**src/rtl/det_event_encoder.sv**
```systemverilog
// det_event_encoder
// Turns the per-window detection vector into timestamped event words
// {marker, multi, bin[3:0], ts}, queues them in a first-word-fall-through
// FIFO read over valid/ready, and keeps a saturating hit counter per bin.
// Optional build macro: DET_EVENT_ROLLOVER_MARKER_EN queues a marker word
// {1,0,4'hF,ts=0} every time the timestamp rolls over to zero.
module det_event_encoder #(
  parameter int NBINS      = 10,
  parameter int TS_W       = 16,
  parameter int FIFO_DEPTH = 16,
  parameter int CNT_W      = 16
) (
  input  logic                          clk_out,
  input  logic                          reset_n,
  input  logic [NBINS-1:0]              det,
  input  logic                          enable,
  input  logic                          clear,
  output logic [TS_W+5:0]               ev_data,
  output logic                          ev_valid,
  input  logic                          ev_ready,
  output logic [$clog2(FIFO_DEPTH):0]   fifo_level,
  output logic                          overflow,
  input  logic [3:0]                    cnt_sel,
  output logic [CNT_W-1:0]              cnt_value
);

  localparam int AW = $clog2(FIFO_DEPTH);
  localparam int LW = AW + 1;
  localparam int EW = TS_W + 6;

  // Index of the lowest set lane (earliest window).
  function automatic logic [3:0] lowest_set(input logic [NBINS-1:0] vec);
    logic [3:0] idx;
    idx = 4'd0;
    for (int i = NBINS - 1; i >= 0; i--) begin
      idx = vec[i] ? 4'(i) : idx;
    end
    return idx;
  endfunction

  // True when two or more lanes are set: clearing the lowest bit leaves some bit set.
  function automatic logic is_multi(input logic [NBINS-1:0] vec);
    return ((vec & (vec - NBINS'(1))) != {NBINS{1'b0}});
  endfunction

  logic [TS_W-1:0]  ts_r;
  logic             s1_valid_r;
  logic [EW-1:0]    s1_word_r;
  logic [EW-1:0]    mem_r [FIFO_DEPTH];
  logic [AW-1:0]    wr_ptr_r;
  logic [AW-1:0]    rd_ptr_r;
  logic [LW-1:0]    count_r;
  logic [EW-1:0]    head_r;
  logic             valid_r;
  logic             overflow_r;
  logic [CNT_W-1:0] cnt_r [NBINS];
  logic [CNT_W-1:0] cnt_value_r;

  logic             push_s;
  logic             pop_s;
  logic             full_s;
  logic             accept_s;
  logic             drop_s;
  logic             mk_lost_s;
  logic [EW-1:0]    wdata_s;
  logic [EW-1:0]    head_nxt_s;
  logic [AW-1:0]    rd_nxt_s;
  logic [AW-1:0]    wr_nxt_s;
  logic [LW-1:0]    count_nxt_s;
  logic [CNT_W-1:0] sel_cnt_s;

  // Free-running timestamp, wraps naturally at all-ones.
  always_ff @(posedge clk_out or negedge reset_n) begin
    if (!reset_n) begin
      ts_r <= {TS_W{1'b0}};
    end else begin
      ts_r <= ts_r + TS_W'(1);
    end
  end

  // Stage 1: capture the event word in the cycle det is sampled.
  always_ff @(posedge clk_out or negedge reset_n) begin
    if (!reset_n) begin
      s1_valid_r <= 1'b0;
      s1_word_r  <= {EW{1'b0}};
    end else begin
      s1_valid_r <= enable & (det != {NBINS{1'b0}});
      s1_word_r  <= {1'b0, is_multi(det), lowest_set(det), ts_r};
    end
  end

`ifdef DET_EVENT_ROLLOVER_MARKER_EN
  localparam logic [EW-1:0] MARKER_WORD = {1'b1, 1'b0, 4'hF, {TS_W{1'b0}}};

  logic wrap_r;
  logic mk_pend_r;
  logic mk_pend_nxt_s;

  // Rollover flag (high in the ts==0 cycle after a wrap) and pending marker.
  always_ff @(posedge clk_out or negedge reset_n) begin
    if (!reset_n) begin
      wrap_r    <= 1'b0;
      mk_pend_r <= 1'b0;
    end else begin
      wrap_r    <= (ts_r == {TS_W{1'b1}});
      mk_pend_r <= mk_pend_nxt_s;
    end
  end

  // Stage-2 write slot: a detector event wins; a marker waits for a free slot.
  always_comb begin
    push_s        = 1'b0;
    wdata_s       = s1_word_r;
    mk_pend_nxt_s = 1'b0;
    mk_lost_s     = wrap_r & mk_pend_r;
    if (s1_valid_r) begin
      push_s        = 1'b1;
      mk_pend_nxt_s = wrap_r | mk_pend_r;
    end else if (wrap_r | mk_pend_r) begin
      push_s  = 1'b1;
      wdata_s = MARKER_WORD;
    end else begin
      push_s = 1'b0;
    end
  end
`else
  // Stage-2 write slot carries detector events only.
  always_comb begin
    push_s    = s1_valid_r;
    wdata_s   = s1_word_r;
    mk_lost_s = 1'b0;
  end
`endif

  // FIFO next-state: push accepted when not full or when a pop frees a slot.
  always_comb begin
    pop_s    = valid_r & ev_ready;
    full_s   = (count_r == LW'(FIFO_DEPTH));
    accept_s = push_s & (~full_s | pop_s);
    drop_s   = push_s & full_s & ~pop_s;
    rd_nxt_s = pop_s ? (rd_ptr_r + AW'(1)) : rd_ptr_r;
    wr_nxt_s = accept_s ? (wr_ptr_r + AW'(1)) : wr_ptr_r;
    case ({accept_s, pop_s})
      2'b10:   count_nxt_s = count_r + LW'(1);
      2'b01:   count_nxt_s = count_r - LW'(1);
      default: count_nxt_s = count_r;
    endcase
    if (count_nxt_s == {LW{1'b0}}) begin
      head_nxt_s = {EW{1'b0}};
    end else if (accept_s && (wr_ptr_r == rd_nxt_s)) begin
      head_nxt_s = wdata_s;
    end else begin
      head_nxt_s = mem_r[rd_nxt_s];
    end
  end

  // FIFO storage, pointers and registered head word / status.
  always_ff @(posedge clk_out or negedge reset_n) begin
    if (!reset_n) begin
      for (int i = 0; i < FIFO_DEPTH; i++) begin
        mem_r[i] <= {EW{1'b0}};
      end
      wr_ptr_r <= {AW{1'b0}};
      rd_ptr_r <= {AW{1'b0}};
      count_r  <= {LW{1'b0}};
      head_r   <= {EW{1'b0}};
      valid_r  <= 1'b0;
    end else begin
      if (accept_s) begin
        mem_r[wr_ptr_r] <= wdata_s;
      end
      wr_ptr_r <= wr_nxt_s;
      rd_ptr_r <= rd_nxt_s;
      count_r  <= count_nxt_s;
      head_r   <= head_nxt_s;
      valid_r  <= (count_nxt_s != {LW{1'b0}});
    end
  end

  // Sticky overflow; clear has priority over a same-cycle set.
  always_ff @(posedge clk_out or negedge reset_n) begin
    if (!reset_n) begin
      overflow_r <= 1'b0;
    end else if (clear) begin
      overflow_r <= 1'b0;
    end else if (drop_s | mk_lost_s) begin
      overflow_r <= 1'b1;
    end else begin
      overflow_r <= overflow_r;
    end
  end

  // Saturating per-bin hit counters, independent of enable and FIFO state.
  always_ff @(posedge clk_out or negedge reset_n) begin
    if (!reset_n) begin
      for (int i = 0; i < NBINS; i++) begin
        cnt_r[i] <= {CNT_W{1'b0}};
      end
    end else if (clear) begin
      for (int i = 0; i < NBINS; i++) begin
        cnt_r[i] <= {CNT_W{1'b0}};
      end
    end else begin
      for (int i = 0; i < NBINS; i++) begin
        if (det[i] && (cnt_r[i] != {CNT_W{1'b1}})) begin
          cnt_r[i] <= cnt_r[i] + CNT_W'(1);
        end else begin
          cnt_r[i] <= cnt_r[i];
        end
      end
    end
  end

  // Counter readout mux; selects beyond the last bin read as zero.
  always_comb begin
    sel_cnt_s = {CNT_W{1'b0}};
    for (int i = 0; i < NBINS; i++) begin
      sel_cnt_s = (cnt_sel == 4'(i)) ? cnt_r[i] : sel_cnt_s;
    end
  end

  // Registered counter readout.
  always_ff @(posedge clk_out or negedge reset_n) begin
    if (!reset_n) begin
      cnt_value_r <= {CNT_W{1'b0}};
    end else begin
      cnt_value_r <= sel_cnt_s;
    end
  end

  assign ev_data    = head_r;
  assign ev_valid   = valid_r;
  assign fifo_level = count_r;
  assign overflow   = overflow_r;
  assign cnt_value  = cnt_value_r;

endmodule

```
**config.mk**
```make
export PLATFORM = sky130hd
export DESIGN_NAME = det_event_encoder
export DESIGN_NICKNAME = d
export VERILOG_FILES = /design/src/rtl/det_event_encoder.sv
export SDC_FILE = /design/constraint.sdc
export NUM_CORES = 1
export LEC_CHECK = 0
export ABC_AREA = 1
export BUFFER_PORTS_ARGS = -buffer_cell sky130_fd_sc_hd__buf_2
export CORE_MARGIN = 3
export CORE_UTILIZATION = 55
export DETAILED_ROUTE_END_ITERATION = 6
export PLACE_DENSITY = 0.71
export SKIP_LAST_GASP = 1
export SLEW_MARGIN = 40
export SYNTH_ARGS = -nofsm -noshare
export SYNTH_HDL_FRONTEND = slang
export SYNTH_SLANG_ARGS = --single-unit
```
**constraint.sdc**
```tcl
create_clock -name clk_out -period 3.5 [get_ports clk_out]
set_clock_uncertainty 0.05 [all_clocks]
set_input_delay 0.7 -clock clk_out [delete_from_list [all_inputs] [get_ports clk_out]]
set_output_delay 0.7 -clock clk_out [all_outputs]
set_load 0.1 [all_outputs]
```
==> results.py <==
metrics = {
    "synth": {
        "ys_ff_latch": 586,
        "yosysTopAreaCell": "dfrtp_1",
        "yosys_warnings": 0,
        "yosysTopAreaCellShare_pct": 49.4,
        "async_reset_ff_share_pct": 100,
        "synth_area_leaders": "dfrtp_1, nand2_1, nand3_1",
        "synth_enable_flop_cells": 0,
        "netlist_instances": 3818,
        "seq_area_frac_synth_pct": 49.4,
        "synth_ff_type": "dfrtp_1",
        "netlist_top_cells_count": "nand2_1, nand3_1, dfrtp_1, inv_1, o21ai_0",
        "syn_area_per_cell_um2": 7.78,
        "yosys.cell_count.top_type": "nand2_1",
        "synthDistinctLibCells": 44,
        "synth_nets": 3856,
        "netlist_area_um2": 29700,
    },
    "layout": {
        "num-nets-final": 3831,
        "area_growth_pct": 11.0,
        "filler_cell_count": 4813,
        "final_cells": 4530,
        "final_area_um2": 33000,
        "final_core_util_pct": 62.2,
        "drive_above_1_share_pct": 7.60,
        "antenna-diode-count": 0,
    },
    "critical_path": {
        "r2r_slack_ns": 0.69,
        "criticalPathCategory": "register to register",
        "critPathLaunch": "fifo_level[2]$_DFF_PN0_",
        "path_common_cell": "nor2_1",
        "path_depth": 14,
        "required_ns": 3.96,
        "cp_cell_sequence": "nor2_1 -> nand4_1 -> nand2_2 -> ha_1 -> xor2_1 -> ha_1 -> nand2_1 -> nand2_1 -> or2_1 -> nor2_1 -> nand3_1 -> nor2_2 -> buf_12 -> nor2_1",
        "max_stage_delay_ns": 0.46,
        "cp_slowest_cell": "dfrtp_1",
        "reg2reg_depth": 14,
        "worst_setup_path_start_kind": "register",
        "rr_endpoint": "ev_data[13]$_DFF_PN0_",
        "arrival_ns": 3.26,
        "cp_num_buf_inv": 1,
        "r2r-start": "fifo_level[2]$_DFF_PN0_",
        "crit_path_end_kind": "register",
        "timing.critical_path.to": "ev_data[13]$_DFF_PN0_",
        "path_max_fanout": 22,
        "cp_top_family": "simple AND/OR/NAND/NOR gates",
    },
    "die": {
        "die_area_um2": 56800,
        "rows": 84,
        "die_w_um": 238,
        "ios": 64,
        "start_util_pct": 56.1,
        "core-area_um2": 53000,
        "die_h_um": 238,
    },
    "global_routing": {
        "grt_pass1_vias": 25100,
        "grt_use_met2_pct": 48.8,
        "grt_max_degree": 121,
        "grt-busiest-layer": "met2",
        "antenna_found_initial": 1,
        "grt-ovfl-total": 0,
        "grt_pass1_wl_um": 138000,
        "grt.total_usage_pct": 30.1,
        "grtUsageMet3_pct": 3.79,
        "grtUsageMet1_pct": 41.9,
    },
    "placement": {
        "place_inst": 4418,
        "gp_congestion": 0.980,
        "dp_hpwl_um": 52200,
        "port_buffers": 62,
        "preCtsSetupSlack_ns": 0.439,
        "placed_area_um2": 30800,
    },
    "job": {
        "maxCapViolCount": 0,
    },
    "clock_network": {
        "clkSlewWorstSetupHoldPaths_ns": 0.06,
        "h-tree-depth": 2,
        "clockBufferDepth": 3,
        "clock_latency_ns": 0.64,
        "ctsHoldBuffers": 0,
        "clock_sinks": 586,
        "postCtsSetupBuffers": 0,
        "cts_resized": 0,
        "cts-root-buf": "clkbuf_16",
        "cts_buffers": 61,
        "cts_tree": "done",
    },
    "timing": {
        "finalHoldViolCount": 0,
        "layout_setup_ws_ns": 0.695,
        "fmax_mhz": 357,
        "drv_slew": 0,
        "rsz0062_at_grt": "no",
        "finalSetupViolCount": 0,
        "period_minus_slack_ns": 2.81,
        "fin_crit_sh_pct": 80.1,
        "tightestPinTransition_ns": 0.773,
        "tns_ns": 0,
        "relSlewSlack_pct": 47.9,
        "whs_ns": 0.0543,
    },
    "drt": {
        "drt_first_pass_iters": 6,
        "drt-initial-drc-count": 2486,
        "ant_nets": 0,
        "wire_per_inst_um": 18.7,
        "vias": 26700,
        "viasPerCell": 5.89,
        "routed_wl_um": 84700,
        "remaining_drc_errors": 0,
    },
    "pwr": {
        "internal_power_mw": 14.6,
        "power.switching_mw": 9.91,
        "combinationalPowerShare_pct": 36.5,
        "p_sw_share_pct": 40.4,
        "p_clk_share_pct": 28.5,
        "powerDensity_nw_per_um2": 745,
        "p_seq_share_pct": 35.0,
        "p_total_mw": 24.6,
        "vdd.ir_drop.worst_mv": 0.693,
        "cellLeakagePower_nw": 14.7,
    },
    "status": {
        "status": "finished clean",
    },
    "hold_path": {
        "hold_path.class": "input port to asynchronous set/reset pin",
    },
}
-- registers in the layout, summed over array words and instances (netlist names), 4 cells and up --
name / cells
mem_r: 336
cnt_r: 160
ev_data: 21
s1_word_r: 21
cnt_value: 16
ts_r: 16
fifo_level: 5
rd_ptr_r: 4
wr_ptr_r: 4
-- power groups by stage --
stage / Sequential [mW] / Combinational (mW) / Clock, mW
after floorplan: 9.58 / 5.37 / 0
after global placement: 8.69 / 8.76 / 0
after detailed placement: 8.68 / 8.85 / 0
after CTS: 8.58 / 8.90 / 7.10
after global routing: 8.72 / 9.85 / 7.36
final: 8.59 / 8.97 / 6.99
-- layout make-up --
cell class	count	area, um^2	share of cell area, %
Multi-Input combinational cell	2742	13100	39.8
Inverter	271	1020	3.09
Tap cell	688	861	2.61
Sequential cell	586	14700	44.5
Clock buffer	88	1770	5.36
Clock inverter	24	410	1.24
Timing Repair Buffer	131	1130	3.42
-- worst min path at each step --
stage                                    to  cells past startpoint  slack (ns)               start
floorplan           s1_word_r[15]$_DFF_PN0_                      0        0.32  ts_r[15]$_DFF_PN0_
global placement    s1_word_r[15]$_DFF_PN0_                      0        0.34  ts_r[15]$_DFF_PN0_
detailed placement  s1_word_r[15]$_DFF_PN0_                      0        0.33  ts_r[15]$_DFF_PN0_
CTS                   mem_r[49]$_DFFE_PN0P_                      1        0.05             reset_n
global route           mem_r[3]$_DFFE_PN0P_                      1        0.09             reset_n
finish                mem_r[49]$_DFFE_PN0P_                      1        0.05             reset_n
-- layer usage --
layer | routed length, um | vias to the layer above
met5 | 13 | -
met4 | 3200 | 2
met3 | 5900 | 215
met2 | 39000 | 1071
met1 | 36500 | 12700
li1 | - | 12700
-- placed cells by master, fill, tap and decap left out, drive strengths merged --
cell,synthesis,layout
o2111ai,2,2
nand4,147,147
or2,5,5
o41ai,4,4
conb,1,1
nand3b,4,4
o31ai,33,33
clkinvlp,0,4
bufinv,0,10
inv,266,267
ha,19,19
a21oi,24,24
o21a,4,4
a22oi,1,1
a31o,2,2
o22ai,10,10
a31oi,2,2
nor2,216,216
o21ai,464,464
buf,112,131
a21boi,1,1
and3,1,1
dfrtp,586,586
nor4,9,9
o211ai,3,3
xnor2,12,12
nor3,79,79
xor2,49,49
nand3,625,625
nand2,1025,1025
clkbuf,107,88
clkinv,5,14
-- logic make-up (layout without fill, tap and decap cells) --
family,after synthesis,in the layout,synth area share [%]
other,1,1,0.0126
buffers and inverters,490,514,6.68
AO/OA/AOI/OAI,550,550,9.83
flip-flops,586,586,49.4
adder cells (fa/ha/maj),19,19,0.801
XOR/XNOR,61,61,1.80
AND/OR/NAND/NOR,2111,2111,31.5
Note: power is estimated with default switching activity, not from simulation.
